===== src/rtl/keypad_tx.sv =====
// Keypad front end: synchronizes and debounces seven raw buttons, queues presses
// in a pending register and emits them one at a time as valid/ready events plus strobes.
module keypad_tx #(
  parameter int DEBOUNCE_CYCLES = 16,
  parameter int GAP_CYCLES      = 2
) (
  input  logic       clk_i,
  input  logic       arst_n_i,
  input  logic [6:0] btn_i,
  input  logic       key_ready_i,
  output logic       key_valid_o,
  output logic [2:0] key_code_o,
  output logic       KEY_0,
  output logic       KEY_1,
  output logic       KEY_2,
  output logic       KEY_3,
  output logic       KEY_OK,
  output logic       KEY_CLEAR,
  output logic       DOOR_SEALED,
  output logic       overflow_o
);

  typedef enum logic [1:0] {IDLE, SEND, GAP} state_t;

  localparam logic [15:0] CNT_MAX = 16'(DEBOUNCE_CYCLES - 1);
  localparam logic [7:0]  GAP_MAX = 8'(GAP_CYCLES - 1);

  logic [6:0]  sync1_q, sync2_q, stable_q, press_q;
  logic [15:0] cnt_q [7];
  logic [6:0]  pending_q, strobe_q, clear_mask;
  logic [2:0]  sel_code;
  logic [7:0]  gap_cnt_q;
  state_t      state_q;

  // Synchronizer and per-button debounce; press_q pulses for one cycle on a 0->1 of stable.
  always_ff @(posedge clk_i or negedge arst_n_i) begin
    if (!arst_n_i) begin
      sync1_q  <= '0;
      sync2_q  <= '0;
      stable_q <= '0;
      press_q  <= '0;
      // NOTE: the counter array is reset element by element; it is flop state, not a RAM.
      for (int i = 0; i < 7; i++) cnt_q[i] <= '0;
    end else begin
      sync1_q <= btn_i;
      sync2_q <= sync1_q;
      press_q <= '0;
      for (int i = 0; i < 7; i++) begin
        if (sync2_q[i] != stable_q[i]) begin
          if (cnt_q[i] == CNT_MAX) begin
            stable_q[i] <= ~stable_q[i];
            press_q[i]  <= ~stable_q[i];
            cnt_q[i]    <= '0;
          end else begin
            cnt_q[i] <= cnt_q[i] + 16'd1;
          end
        end else begin
          cnt_q[i] <= '0;
        end
      end
    end
  end

  always_comb begin
    // NOTE: every always_comb output gets a default first so no latch is inferred.
    sel_code   = '0;
    clear_mask = '0;
    for (int i = 6; i >= 0; i--) begin
      if (pending_q[i]) sel_code = 3'(i);
    end
    if (state_q == SEND && key_valid_o && key_ready_i) clear_mask = 7'(1) << key_code_o;
  end

  // Pending queue, sticky overflow and the IDLE/SEND/GAP emitter share one clocked block.
  always_ff @(posedge clk_i or negedge arst_n_i) begin
    if (!arst_n_i) begin
      pending_q   <= '0;
      overflow_o  <= 1'b0;
      state_q     <= IDLE;
      key_valid_o <= 1'b0;
      key_code_o  <= '0;
      strobe_q    <= '0;
      gap_cnt_q   <= '0;
    end else begin
      // A press on the bit being handed off this edge becomes a fresh event, not an overflow.
      pending_q  <= (pending_q & ~clear_mask) | press_q;
      overflow_o <= overflow_o | (|(press_q & pending_q & ~clear_mask));
      strobe_q   <= '0;
      case (state_q)
        IDLE: begin
          if (|pending_q) begin
            key_code_o  <= sel_code;
            key_valid_o <= 1'b1;
            state_q     <= SEND;
          end
        end
        SEND: begin
          if (key_ready_i) begin
            key_valid_o <= 1'b0;
            strobe_q    <= 7'(1) << key_code_o;
            gap_cnt_q   <= '0;
            state_q     <= GAP;
          end
        end
        GAP: begin
          if (gap_cnt_q == GAP_MAX) state_q <= IDLE;
          else gap_cnt_q <= gap_cnt_q + 8'd1;
        end
        default: state_q <= IDLE;
      endcase
    end
  end

  assign KEY_0       = strobe_q[0];
  assign KEY_1       = strobe_q[1];
  assign KEY_2       = strobe_q[2];
  assign KEY_3       = strobe_q[3];
  assign KEY_OK      = strobe_q[4];
  assign KEY_CLEAR   = strobe_q[5];
  assign DOOR_SEALED = strobe_q[6];

endmodule

===== config.mk =====
export PLATFORM = sky130hd
export DESIGN_NAME = keypad_tx
export DESIGN_NICKNAME = d
export VERILOG_FILES = /design/src/rtl/keypad_tx.sv
export SDC_FILE = /design/constraint.sdc
export NUM_CORES = 1
export LEC_CHECK = 0
export ABC_AREA = 1
export CAP_MARGIN = 20
export CORE_ASPECT_RATIO = 1.2
export CORE_MARGIN = 10
export CORE_UTILIZATION = 62
export CTS_BUF_LIST = sky130_fd_sc_hd__clkbuf_4
export DETAILED_ROUTE_END_ITERATION = 6
export GPL_TIMING_DRIVEN = 0
export PLACE_DENSITY = 0.8
export SETUP_SLACK_MARGIN = 0.02
export SYNTH_ARGS = -nofsm -noshare
export SYNTH_HDL_FRONTEND = slang
export SYNTH_SLANG_ARGS = --single-unit

===== constraint.sdc =====
create_clock -name clk_i -period 1.8 [get_ports clk_i]
set_clock_uncertainty 0.1 [all_clocks]
set_input_delay 0.54 -clock clk_i [delete_from_list [all_inputs] [get_ports clk_i]]
set_output_delay 0.54 -clock clk_i [all_outputs]
set_load 0.02 [all_outputs]

==> flow_summary.ini, run 1 <==
[outcome]
outcome = finished clean

[logic_synthesis]
ys_top_cells_by_area = dfrtp_1 51%, nor2_1 10%, nand2_1 7.8%, inv_1 5.0%, xor2_1 4.8%
yosysMostFrequentCell = nor2_1
avgSynthCellArea_sq_um = 8.23
netlist_instances = 1015
synthArstFlopShare_pct = 100
synth_common_cells = 222 x nor2_1, 173 x nand2_1, 169 x dfrtp_1
synth_area_sq_um = 8350
ys_seq_elements = 169
ys.flop_type = dfrtp_1
synth_cell_types = 30
yosysWarningCount = 0
synth_top_area_share_pct = 50.6
synth_edf_count = 0
synth-seq-area-share_pct = 50.6
syn_nets = 1034
synth.largest_area_cell = dfrtp_1

[power_and_ir_drop]
switchingPower_uw = 2260
power_leakage_uw = 0.00398
p_comb_share_pct = 15.6
seq_power_share_pct = 54.9
vdd_drop_max_v = 0.000714
power.internal_uw = 5440
power.share.clock_pct = 29.5
p_per_area_nw_per_um2 = 839
switching_share_pct = 29.3

[cts]
insertion_delay_ns = 0.56
cts_tree = yes
numCtsBuffers = 17
clockBufferDepth = 2
cts.sinks = 169
root_buffer = clkbuf_4
path_clk_slew_ns = 0.13
htreeDepth = 4

[global_routing]
grt_antenna_before_repair = 1
grt_pass1_wl_microns = 26300
first_global_vias = 6201
grt_usage_pct = 16.6
grt_max_degree = 128
grt.overflow.total = 0

[place]
post-dp-hpwl_microns = 10900
gp_congestion = 0.880
place_area_sq_um = 8810
port_buffers = 21

[floorplan]
fp.dieH_microns = 147
die_width_microns = 126
start_util_pct = 63.1
dieArea_sq_um = 18500
ios = 22
core_sq_um = 13200
core.rowCount = 46

[route]
ant_nets = 0
via_count = 6473
drtIter0Drc = 323
drc = 0
drt_first_pass_iters = 5
vias_per_cell = 5.20
wl_microns = 15000
wl_per_cell_microns = 12.0

[worst_setup_path]
crit_fanout = 2
start_kind = flop
critPathKind = flop to output port
cp_num_buf_inv = 1
slowest_stage = dfrtp_1
slowest_delay_ns = 0.43
path_depth = 1
rr_worst_depth = 5
cp-end-kind = output port
path_delay_family = flip-flops
arrival_ns = 1.12
cp.required_ns = 1.16
path_cells = buf_6

[sta]
setup_violations = 0
fin_crit_ns = 1.76
fin_crit_sh_pct = 97.9
slew_headroom_pct = 60.1
worst_pin_slew_ns = 0.598
slew_viol_final = 0
finalHoldViolations = 0
rsz0062_at_grt = yes
timing.fmax_mhz = 567
final.setup.tns_ns = 0

[cells_and_area]
nNetsFinal = 1081
drive_gt1_share_pct = 9.86
area_growth_pct = 9.79
fillCellCount = 1075
final_area_sq_um = 9170

[run]
maxCapViolations = 0

[worst_hold_path]
hold_depth = 0
hold_class = flop to flop
-- worst paths after layout --
kind	startpoint	to	slack (ns)
setup / recovery	key_code_o[1]$_DFFE_PN0P_	key_code_o[1]	0.04
hold / removal	sync1_q[4]$_DFF_PN0_	sync2_q[4]$_DFF_PN0_	0.26
setup reg to reg	cnt_q[96]$_DFF_PN0_	press_q[0]$_DFF_PN0_	0.15
hold reg to reg	sync1_q[4]$_DFF_PN0_	sync2_q[4]$_DFF_PN0_	0.26
max in group asynchronous	arst_n_i	cnt_q[29]$_DFF_PN0_	0.38
min in group asynchronous	arst_n_i	cnt_q[41]$_DFF_PN0_	0.34
-- power by group through the flow --
stage                     Sequential (uW)  Clock (uW)  Combinational [uW]
after floorplan                      4350           0                 633
after global placement               4310           0                1050
after detailed placement             4320           0                1100
after CTS                            4230        2360                1200
after global routing                 4260        2520                1350
final                                4230        2270                1200
-- layout by cell type (no fill, tap or decap), types with 9 or more instances in the layout --
| master | instances |
|---|---|
| ha_1 | 9 |
| nand4_1 | 20 |
| nand2_2 | 11 |
| a21oi_1 | 21 |
| buf_6 | 12 |
| nor3_1 | 55 |
| nor2_2 | 14 |
| nand3_1 | 75 |
| o21ai_0 | 16 |
| xor2_1 | 46 |
| inv_1 | 112 |
| o21bai_1 | 10 |
| nand2_1 | 173 |
| xnor2_1 | 14 |
| nor2_1 | 222 |
| dfrtp_1 | 169 |
| clkbuf_4 | 17 |
-- stage by stage --
stage / cells / setup WS [ns] / hold WS, ns / util [%] / total power [uW]
final: 1244 / 0.0373 / 0.263 / 69.3 / 7700
after global routing: 1244 / -0.0288 / 0.247 / 69.3 / 8130
after CTS: 1243 / -0.00390 / 0.244 / 69.1 / 7790
after detailed placement: 1205 / -0.226 / 0.235 / 66.5 / 5420
after global placement: 1204 / -6.64 / 0.232 / 66.3 / 5360
after floorplan: 1015 / 0.421 / 0.144 / - / 4980
-- area by class of cell --
| class | count | area [sq um] | area share [%] |
|---|---|---|---|
| Antenna cell | 1 | 2.50 | 0.0273 |
| Buffer | 5 | 25.0 | 0.273 |
| Clock buffer | 17 | 128 | 1.39 |
| Clock inverter | 15 | 173 | 1.88 |
| Inverter | 116 | 435 | 4.75 |
| Multi-Input combinational cell | 725 | 3660 | 40.0 |
| Sequential cell | 169 | 4230 | 46.1 |
| Tap cell | 168 | 210 | 2.29 |
| Timing Repair Buffer | 28 | 305 | 3.33 |
-- registers in the layout (all words and copies together), names as in the netlist, 7 cells and up --
name,flops
cnt_q,112
sync2_q,7
strobe_q,7
press_q,7
sync1_q,7
stable_q,7
pending_q,7
gap_cnt_q,8
-- metal layers --
metal | GRT usage, % | up-vias | share of wire [%]
li1 | - | 3349 | -
met1 | 19.8 | 2986 | 46
met2 | 28.4 | 117 | 49
met3 | 3.74 | 21 | 3.6
met4 | 6.84 | 0 | 1.7
met5 | 0 | - | 0
-- kinds of logic (layout without fill, tap and decap cells) --
logic type      after synthesis  in the layout  share of synthesized area [%]
simple gates                596            596                           32.1
buf+inv                     121            181                           5.51
fa+ha+maj                     9              9                           1.35
flops                       169            169                           50.6
compound gates               60             60                           4.12
other cells                   0              1                              0
xor+xnor                     60             60                           6.29
-- timing repair --
action / in CTS / in global routing
buffers inserted: 5 / 0
hold buffers: 1 / 0
setup endpoints to repair: 12 / 12
hold endpoints to repair: 42 / 0
gates resized for setup: 66 / 7
Power figures use the tool's default switching activity.
==> run 2, diff against run 1 <==
--- a/config.mk
+++ b/config.mk
@@ -8,12 +8,13 @@
 export ABC_AREA = 1
 export CAP_MARGIN = 20
 export CORE_ASPECT_RATIO = 1.2
-export CORE_MARGIN = 10
+export CORE_MARGIN = 2
 export CORE_UTILIZATION = 62
 export CTS_BUF_LIST = sky130_fd_sc_hd__clkbuf_4
 export DETAILED_ROUTE_END_ITERATION = 6
+export DONT_BUFFER_PORTS = 1
 export GPL_TIMING_DRIVEN = 0
-export PLACE_DENSITY = 0.8
+export PLACE_DENSITY = 0.78
 export SETUP_SLACK_MARGIN = 0.02
 export SYNTH_ARGS = -nofsm -noshare
 export SYNTH_HDL_FRONTEND = slang
==> constraint.sdc (replaced) <==
create_clock -name clk_i -period 1.98 [get_ports clk_i]
set_clock_uncertainty 0.1 [all_clocks]
set_input_delay 0.594 -clock clk_i [delete_from_list [all_inputs] [get_ports clk_i]]
set_output_delay 0.594 -clock clk_i [all_outputs]
set_load 0.02 [all_outputs]
==> flow_summary.ini, run 2 (synthesis gave the netlist of run 1 again) <==
[outcome]
outcome = finished, violations left
violations = hold timing

[cells_and_area]
final_area_sq_um = 8960
layout.cells.non_filler = 1224
top_regs = cnt_q (112), gap_cnt_q (8)
area_growth_pct = 7.29
drive_gt1_share_pct = 8.34
largest_reg_flops = 112
final_cell_mix = 222 x nor2_1, 173 x nand2_1, 169 x dfrtp_1
top_register = cnt_q
nNetsFinal = 1061
postLayoutCoreUtil_pct = 68.0
final_common_cell = nor2_1

[sta]
setup_violations = 0
timing.fmax_mhz = 544
fin_crit_ns = 1.84
finalHoldWorstSlack_ns = -0.407
slew_headroom_pct = 75.5
fin_crit_sh_pct = 92.9
final.setup.tns_ns = 0
worst_pin_slew_ns = 0.367
finalHoldViolations = 169
rsz0062_at_grt = no
slew_viol_final = 0

[worst_setup_path]
arrival_ns = 1.15
cp-end-kind = output port
start_kind = flop
critPathKind = flop to output port
crit_fanout = 5
rrSetupSlack_ns = 0.34
cp.required_ns = 1.29

[cts]
path_clk_slew_ns = 0.14
htreeDepth = 4
post_cts_buffers = 0
cts.sinks = 169
cts_tree = yes
numCtsBuffers = 17
clockBufferDepth = 2
cts_hold_buf = 8
insertion_delay_ns = 0.57
ctsResizeCount = 0
root_buffer = clkbuf_4

[global_routing]
grt_max_degree = 170
first_global_vias = 6330
grt_usage_pct = 22.7
grt_pass1_wl_microns = 26500
grt.overflow.total = 0
grt_antenna_before_repair = 1

[floorplan]
core.rowCount = 46
die_width_microns = 110
start_util_pct = 63.4
fp.dieH_microns = 131
ios = 22
core_sq_um = 13200
dieArea_sq_um = 14400

[run]
maxCapViolations = 0

[route]
wl_per_cell_microns = 12.3
via_count = 6419
wl_microns = 15000
drc = 0
ant_nets = 0
drt_first_pass_iters = 5
drtIter0Drc = 401
vias_per_cell = 5.24

[power_and_ir_drop]
p_per_area_nw_per_um2 = 765
vdd_drop_max_v = 0.000632
power_leakage_uw = 0.00389

[worst_hold_path]
hold_class = input port to asynchronous set/reset pin

[place]
place_area_sq_um = 8560
gp_congestion = 0.868
post-dp-hpwl_microns = 10700
place_inst = 1183
port_buffers = 0
run 2: cell types whose count changed in the layout (fill, tap and decap cells not counted), moves of 3 or more:
cell and delta:
buf_4 -5, buf_6 -12, clkdlybuf4s50_1 -8, clkinv_2 +3, clkinvlp_4 -3, dlygate4sd3_1 +7
run 2: per-stage QoR:
stage               setup WS [ns]  power, uW
CTS                         0.126       6920
detailed placement          0.383       4720
finish                      0.141       6860
global placement            0.388       4680
global route               0.0931       7210
floorplan                   0.601       4530
run 2: power by group:
part | leakage [uW] | total [uW] | internal [uW] | switching, uW
clock network | 0.000176 | 2190 | 1020 | 1170
registers | 0.00228 | 3940 | 3660 | 281
logic | 0.00143 | 730 | 249 | 482
total | 0.00389 | 6860 | 4930 | 1930
run 2: final timing paths:
| kind | start | to | cells past startpoint |
|---|---|---|---|
| setup / recovery | key_code_o[2]$_DFFE_PN0P_ | key_code_o[2] | 0 |
| hold / removal | arst_n_i | cnt_q[38]$_DFF_PN0_ | 0 |
| setup reg to reg | cnt_q[64]$_DFF_PN0_ | press_q[2]$_DFF_PN0_ | 5 |
| hold reg to reg | sync1_q[4]$_DFF_PN0_ | sync2_q[4]$_DFF_PN0_ | 0 |
| max in group asynchronous | arst_n_i | sync2_q[0]$_DFF_PN0_ | 0 |
| min in group clk_i | key_ready_i | state_q[1]$_DFFE_PN0P_ | 2 |
run 2: metal layers:
metal / vias to the layer above / global-route usage (%) / share of wire (%)
met5: - / 0 / 0
li1: 3292 / - / -
met2: 106 / 39.1 / 51
met4: 0 / 8.02 / 1.6
met1: 2996 / 27.7 / 44
met3: 25 / 4.56 / 3.4
run 2: layout make-up:
| class | count | area [sq um] |
|---|---|---|
| diodes | 1 | 2.50 |
| plain buffers | 5 | 25.0 |
| clock buffers | 19 | 143 |
| clock inverters | 13 | 174 |
| fillers | 1098 | 4220 |
| inverters | 116 | 435 |
| multi-input cells | 725 | 3660 |
| flip-flops and latches | 169 | 4230 |
| well taps | 168 | 210 |
| repair buffers | 8 | 80.1 |
